--- src/rtl/fetch_unit.sv ---
// Instruction-fetch stage: owns the PC, issues in-order imem reads and buffers returned words
// with their PC for decode. A redirect flushes the buffer and discards reads still in flight.
module fetch_unit #(
    parameter logic [31:0] RESET_PC = 32'h0000_0000,
    parameter int          DEPTH    = 2
) (
    input  logic        clk,
    input  logic        rst_n,
    output logic        imem_req_valid,
    input  logic        imem_req_ready,
    output logic [31:0] imem_req_addr,
    input  logic        imem_rsp_valid,
    input  logic [31:0] imem_rsp_data,
    input  logic        redirect_valid,
    input  logic [31:0] redirect_pc,
    output logic        id_valid,
    input  logic        id_ready,
    output logic [31:0] id_instr,
    output logic [31:0] id_pc
);
    localparam int          CW  = $clog2(DEPTH + 1);
    localparam int          PW  = $clog2(DEPTH);
    localparam logic [31:0] NOP = 32'h0000_0013;

    typedef enum logic [1:0] {HOLD, RUN, DRAIN} state_t;

    state_t        state_q, state_d;
    logic [31:0]   pc_q, pc_d;
    logic [CW-1:0] fifo_cnt_q, fifo_cnt_d;
    logic [CW-1:0] outstanding_q, outstanding_d;
    logic [CW-1:0] drop_cnt_q, drop_cnt_d;
    logic [PW-1:0] fifo_rd_q, fifo_rd_d, fifo_wr_q, fifo_wr_d;
    logic [PW-1:0] tag_rd_q, tag_rd_d, tag_wr_q, tag_wr_d;
    logic [31:0]   fifo_instr_q [DEPTH];
    logic [31:0]   fifo_instr_d [DEPTH];
    logic [31:0]   fifo_pc_q    [DEPTH];
    logic [31:0]   fifo_pc_d    [DEPTH];
    logic [31:0]   tag_q        [DEPTH];
    logic [31:0]   tag_d        [DEPTH];

    logic [CW:0]   credit_sum;
    logic          req_fire;
    logic          rsp_drop;
    logic          rsp_keep;
    logic          fifo_pop;

    function automatic logic [PW-1:0] ptr_inc(input logic [PW-1:0] p);
        return (p == PW'(DEPTH - 1)) ? '0 : p + PW'(1);
    endfunction

    // Every buffered, outstanding or doomed read holds one credit, so the FIFO can never overflow.
    always_comb begin
        credit_sum     = {1'b0, fifo_cnt_q} + {1'b0, outstanding_q} + {1'b0, drop_cnt_q};
        imem_req_valid = (state_q != HOLD) && !redirect_valid && (credit_sum < (CW+1)'(DEPTH));
        imem_req_addr  = pc_q;
        id_valid       = (fifo_cnt_q != '0);
        id_instr       = id_valid ? fifo_instr_q[fifo_rd_q] : NOP;
        id_pc          = id_valid ? fifo_pc_q[fifo_rd_q] : '0;
        req_fire       = imem_req_valid && imem_req_ready;
        rsp_drop       = imem_rsp_valid && ((drop_cnt_q != '0) || redirect_valid);
        rsp_keep       = imem_rsp_valid && !rsp_drop;
        fifo_pop       = id_valid && id_ready && !redirect_valid;
    end

    always_comb begin
        pc_d          = pc_q;
        fifo_rd_d     = fifo_rd_q;
        fifo_wr_d     = fifo_wr_q;
        tag_rd_d      = tag_rd_q;
        tag_wr_d      = tag_wr_q;
        fifo_instr_d  = fifo_instr_q;
        fifo_pc_d     = fifo_pc_q;
        tag_d         = tag_q;

        if (rsp_keep) begin
            fifo_instr_d[fifo_wr_q] = imem_rsp_data;
            fifo_pc_d[fifo_wr_q]    = tag_q[tag_rd_q];
            fifo_wr_d               = ptr_inc(fifo_wr_q);
            tag_rd_d                = ptr_inc(tag_rd_q);
        end
        if (fifo_pop)
            fifo_rd_d = ptr_inc(fifo_rd_q);
        if (req_fire) begin
            tag_d[tag_wr_q] = pc_q;
            tag_wr_d        = ptr_inc(tag_wr_q);
            pc_d            = pc_q + 32'd4;
        end

        fifo_cnt_d    = fifo_cnt_q + CW'(rsp_keep) - CW'(fifo_pop);
        outstanding_d = outstanding_q + CW'(req_fire) - CW'(rsp_keep);
        drop_cnt_d    = drop_cnt_q - CW'(imem_rsp_valid && (drop_cnt_q != '0));

        // Everything in flight becomes doomed; a response arriving now is the first casualty.
        if (redirect_valid) begin
            pc_d          = redirect_pc & ~32'h3;
            fifo_rd_d     = '0;
            fifo_wr_d     = '0;
            fifo_cnt_d    = '0;
            tag_rd_d      = '0;
            tag_wr_d      = '0;
            outstanding_d = '0;
            drop_cnt_d    = drop_cnt_q + outstanding_q - CW'(imem_rsp_valid);
        end

        state_d = (drop_cnt_d != '0) ? DRAIN : RUN;
    end

    always_ff @(posedge clk or negedge rst_n) begin
        if (!rst_n) begin
            state_q       <= HOLD;
            pc_q          <= RESET_PC;
            fifo_cnt_q    <= '0;
            outstanding_q <= '0;
            drop_cnt_q    <= '0;
            fifo_rd_q     <= '0;
            fifo_wr_q     <= '0;
            tag_rd_q      <= '0;
            tag_wr_q      <= '0;
            for (int i = 0; i < DEPTH; i++) begin
                fifo_instr_q[i] <= '0;
                fifo_pc_q[i]    <= '0;
                tag_q[i]        <= '0;
            end
        end else begin
            state_q       <= state_d;
            pc_q          <= pc_d;
            fifo_cnt_q    <= fifo_cnt_d;
            outstanding_q <= outstanding_d;
            drop_cnt_q    <= drop_cnt_d;
            fifo_rd_q     <= fifo_rd_d;
            fifo_wr_q     <= fifo_wr_d;
            tag_rd_q      <= tag_rd_d;
            tag_wr_q      <= tag_wr_d;
            fifo_instr_q  <= fifo_instr_d;
            fifo_pc_q     <= fifo_pc_d;
            tag_q         <= tag_d;
        end
    end

    assert property (@(posedge clk) disable iff (!rst_n)
        !(rsp_keep && !fifo_pop && (fifo_cnt_q == CW'(DEPTH))));
    assert property (@(posedge clk) disable iff (!rst_n)
        !(rsp_keep && (outstanding_q == '0)));

endmodule

--- config.mk ---
export PLATFORM = sky130hd
export DESIGN_NAME = fetch_unit
export DESIGN_NICKNAME = d
export VERILOG_FILES = /design/src/rtl/fetch_unit.sv
export SDC_FILE = /design/constraint.sdc
export NUM_CORES = 1
export LEC_CHECK = 0
export CORE_MARGIN = 8
export CORE_UTILIZATION = 57
export CTS_BUF_LIST = sky130_fd_sc_hd__clkbuf_8 sky130_fd_sc_hd__clkbuf_16
export CTS_CLUSTER_DIAMETER = 80
export DETAILED_ROUTE_END_ITERATION = 8
export GPL_ROUTABILITY_DRIVEN = 0
export GPL_TIMING_DRIVEN = 0
export PLACE_DENSITY = 0.81
export REMOVE_ABC_BUFFERS = 1
export SKIP_CTS_REPAIR_TIMING = 1
export SLEW_MARGIN = 20
export SYNTH_ARGS = -nofsm -noshare
export SYNTH_HDL_FRONTEND = slang
export SYNTH_SLANG_ARGS = --single-unit
--- constraint.sdc ---
create_clock -name clk -period 7 [get_ports clk]
set_clock_uncertainty 0.1 [all_clocks]
set_input_delay 1.4 -clock clk [delete_from_list [all_inputs] [get_ports clk]]
set_output_delay 1.4 -clock clk [all_outputs]
set_load 0.01 [all_outputs]
Yosys cells after proc, flatten, opt, wreduce, memory -nomap -nowiden. Index checks and enable logic that the tools add are counted. W data, S select, Z words.

Word-level logic and storage cells: 96. Output and inout bits: 98. Flip-flop bits (word level): 236. Input bits: 70.

Order comparisons: 7. Add/sub/neg operators: 14. Multiplexer cells: 36. Bitwise logic cells: 4. Reductions and logical operators: 20.

Operator list (count): $mux W32 (15); $bwmux W64 (3); $demux W32 S1 (2); $add A32 B3 Y32 const B (1); $reduce_bool A2 Y1 (7); $mux W1 (12); $logic_and A1 B1 Y1 (10); $ge A2 B2 Y1 const B (4); $mux W2 (4); $not A1 Y2 (4); $sub A2 B1 Y2 (4); $add A1 B1 Y1 const B (4); $add A2 B1 Y2 (2); $lt A2 B1 Y1 const B (2); $add A2 B2 Y3 (1); $add A3 B2 Y3 (1); $lt A3 B2 Y1 const B (1); $add A2 B2 Y2 (1); $logic_not A1 Y1 (2); $logic_or A1 B1 Y1 (1).

Depth between registers and ports, before layout.
Depth after elaboration: 8. Mapped depth: 13. Mapped depth without buffers: 13.

Worst setup path before layout. OpenSTA, ideal clock, no wires.

Path type: input-to-output. Start: in redirect_valid. End: out imem_req_valid. Path buffers: 1. Path slack: 3.485 ns. Stages: 2. Required time: 5.500 ns. Arrival time: 2.015 ns. Cells stage by stage: clkbuf_1 nor4_1.

Word-level cells in the longest chain between the ends: 3.

Ends and longest elaborated chain: start: declaration (line 14) `input logic redirect_valid,`; $logic_not A1 Y1 (line 54) `imem_req_valid = (state_q != HOLD) && !redirect_valid && (credit_sum < (CW+1)'(DEPTH));`; $logic_and A1 B1 Y1 (2 in a row) (line 54); end: declaration (line 9) `output logic imem_req_valid,`.

No other way between the ends.

Worst setup path after layout.
Start: reg fifo_cnt_q[1]. End: out imem_req_valid.

Word-level cells in the longest chain between the ends: 4.

Ends and longest elaborated chain: start: declaration (line 29) `logic [CW-1:0] fifo_cnt_q, fifo_cnt_d;`; start signal: assignment (line 127) `fifo_cnt_q <= fifo_cnt_d;`; $add A2 B2 Y3 (line 53) `credit_sum = {1'b0, fifo_cnt_q} + {1'b0, outstanding_q} + {1'b0, drop_cnt_q};`; $add A3 B2 Y3 (line 53); $lt A3 B2 Y1 (line 54); $logic_and A1 B1 Y1 (line 54).

No other way between the ends.

==> key figures <==
Final layout
  – Fillers: between 1000 and 1500
  – Finished Core Util: approximately 74%
  – Area growth from synthesis to layout: 27.97%
  – Fraction of layout cells with a size suffix above 1: 17.71%
  – Final instance area: around 0.013 mm^2
  – Area of the multi-input gates: 0.004456 mm^2
  – Layout Nets: approximately 1100
  – Register Area: approximately 0.0057 mm^2
  – Number of diodes: 0

Global route
  – First-pass GRT wire length: 39.00 mm
  – Largest net degree at the start of global routing: 100
  – Initial antenna violation count: 0
  – Grt total ovfl: 0
  – Vias in the first global route: 7557
  – Total global routing track utilization: between 20% and 30%

Synth
  – Post-Syn Area: around 0.010 mm^2
  – Syn Inst Count: roughly 910
  – YS warnings: 0
  – Post-synthesis cell type count: 39
  – Yosys top cell by area: dfrtp_1
  – Syn avg cell area: ~11 um^2
  – FF+latch count, synth: between 200 and 250
  – Main area contributors after synthesis: dfrtp_1 55%, mux2_2 13%, mux2i_1 9.1%, nor2_1 4.0%, o21ai_0 2.9%
  – Seq/Total Area, Yosys: between 50% and 60%
  – Synth top area share: between 50% and 60%

Place
  – Area after DPL: between 0.01 and 0.015 mm^2
  – IO buf count: roughly 160
  – HPWL Detailed: between 15 and 20 mm

Flow run
  – Max-Cap Viols: 0

Timing
  – Min Tclk post-route: ~4.3 ns
  – Hold slack: about 0.38 ns
  – Worst slew margin: around 46%
  – Max Fclk: around 230 MHz
  – Hold Vio Cnt, Final: 0
  – Max-slew violation count: 0
  – Final setup vio count: 0
  – Tcrit/Tclk final: between 60% and 70%
  – Least-Margin Pin Slew: about 0.81 ns
  – Unrepaired setup endpoints after global routing: false

Setup path
  – Reg2Reg Setup Slack: around 3.7 ns
  – Max incr delay on CP: between 0.5 and 0.6 ns
  – FF-to-FF path depth: 10
  – CP Max Fanout: 3
  – CP Capture Type: primary output
  – Crit. Startpoint: fifo_cnt_q[1]
  – CP startpoint kind: flip-flop
  – Most frequent cell on the critical path: inv_1
  – CP Data Arrival Time: about 2.8 ns
  – Crit path kind: reg2out
  – R2r endpoint: tag_q[18]
  – Buf/Inv on CP: 3
  – Slowest CP cell: clkdlybuf4s50_1
  – Critical path required time: roughly 5.5 ns
  – Crit path cell chain: inv_1 > fa_1 > inv_1 > ha_1 > xnor2_1 > nor4_1 > clkdlybuf4s50_1
  – Number of cells on the critical path: 7
  – Cell family with most CP delay: buffers and inverters
  – End of the critical path: imem_req_valid
  – Worst R2R Start: fifo_cnt_q[1]

Detailed routing
  – Final ANT Viol Nets: 0
  – Routed WL per cell: between 15 and 20 um
  – Vias per cell: ~5.6
  – Detailed Routing Iterations Pass 1: 5
  – Initial DRC count: a little under 500
  – Vias: approximately 7200
  – Residual DRC count: 0
  – Post-Route WL: 23.90 mm

Clocking
  – CTS tree: done
  – Clock Sinks: about 230
  – Clk root buf: clkbuf_16
  – Clock latency on the worst-skew pair: ~0.50 ns
  – Maximum buffer depth of the clock tree: 3
  – Clk slew on worst S/H paths: approximately 0.06 ns
  – # H-tree levels: 1
  – Num CTS Buffers: 24

Floorplanning
  – Full die area: roughly 0.023 mm^2
  – CORE AREA: 0.01790 mm^2
  – I/O pin count: about 170
  – Die X: about 150 um
  – Die Ht: about 150 um
  – Starting Density: 57.85%
  – Row cnt: between 40 and 50

Worst hold path
  – Hold WC Path Type: reg2reg

Run status
  – Status: finished clean

Power and ir drop
  – Pwr dens: around 390 mW/mm^2
  – VDD IR-drop max: 0.0002557 V
  – Design Power: about 5 mW
  – Leakage: between 5 and 6 nW
[flip-flops by register name, indices dropped and copies added (netlist names), 2 cells and up]
register	flops
fifo_instr_q	64
fifo_pc_q	60
tag_q	60
imem_req_addr	30
drop_cnt_q	2
fifo_cnt_q	2
outstanding_q	2
state_q	2
[power breakdown]
part           switching, mW  internal [mW]  total, mW
clock                  0.502          0.819       1.32
combinational          0.767          0.922       1.69
sequential             0.316           1.79       2.10
[worst min-delay path: cells and delay by family, from the launching register on]
kind	cells	cell delay [ns]
flip-flops	1	0.34
AND/OR/NAND/NOR	1	0.05
AO/OA/AOI/OAI	1	0.06
[cell usage in the layout (no fill, tap or decap), types with 12 or more instances in the layout]
master           instances
o21ai_0                 60
xor2_1                  22
nor2_1                 106
xnor2_1                 16
clkdlybuf4s50_1        159
nand4_1                 19
mux2i_1                 94
mux2_2                 123
a21oi_1                 30
nand2_1                 73
clkbuf_16               25
inv_1                   17
nand3_1                 12
dfrtp_1                224
[final cells by class]
class / instances / share of cell area (%)
Tap cell: 229 / 2.162
Clock inverter: 13 / 1.048
Timing Repair Buffer: 176 / 14.75
Multi-Input combinational cell: 614 / 33.62
Clock buffer: 31 / 5.344
Inverter: 13 / 0.3682
Sequential cell: 226 / 42.71
[cell usage after synthesis]
cell type    n
dfrtp_1    226
mux2_2     123
nor2_1     109
mux2i_1     94
nand2_1     74
o21ai_0     60
a21oi_1     30
clkbuf_1    30
xor2_1      22
nand4_1     19
xnor2_1     16
nand3_1     13
buf_1       12
inv_1       12
buf_2       11
ha_1        10
nor3_1       9
and3_1       6
buf_4        4
and2_1       3
and4_1       3
a31oi_1      2
nor2b_1      2
or3_1        2
a21o_1       1
a221o_1      1
clkinv_1     1
conb_1       1
fa_1         1
nor2_2       1
nor3b_2      1
nor4_1       1
nor4b_4      1
o21a_1       1
o311a_1      1
o31ai_1      1
or2_2        1
or4_1        1
or4b_1       1
[layer usage]
layer | track usage (%) | wire, um | vias to the layer above
met5 | 0 | 0 | -
li1 | - | - | 3433
met4 | 4.849 | 411 | 0
met1 | 27.83 | 10520 | 3586
met3 | 4.004 | 1394 | 31
met2 | 35.83 | 11580 | 178
[through the flow]
step	std cells	TNS (ns)	worst slack, ns
2_1_floorplan	853	0	1.345
3_3_place_gp	1243	-1337.06	-4.954
3_5_place_dp	1258	0	2.824
4_1_cts	1302	0	2.645
5_1_grt	1302	0	2.523
6_report	1302	0	2.689
[cell families after synthesis]
family                     Yosys count  synth area share, %
muxes                              217                22.46
DFF                                226                54.61
AOI/OAI and AO/OA                   97                4.881
other                                1              0.03621
buffers and inverters               70                2.815
and+or+nand+nor                    247                10.58
adders and majority gates           11                1.401
xor gates and xnor gates            38                3.214
[worst min-delay path by stage]
stage,cells past startpoint,from,slack [ns],to
after floorplan,2,fifo_pc_q[10],0.35,fifo_pc_q[10]
after global placement,2,fifo_pc_q[22],0.36,fifo_pc_q[22]
after detailed placement,2,fifo_pc_q[17],0.37,fifo_pc_q[17]
after CTS,2,fifo_pc_q[17],0.38,fifo_pc_q[17]
after global routing,2,tag_q[16],0.40,tag_q[16]
final,2,fifo_pc_q[17],0.38,fifo_pc_q[17]
Note: power is estimated with default switching activity, not from simulation.
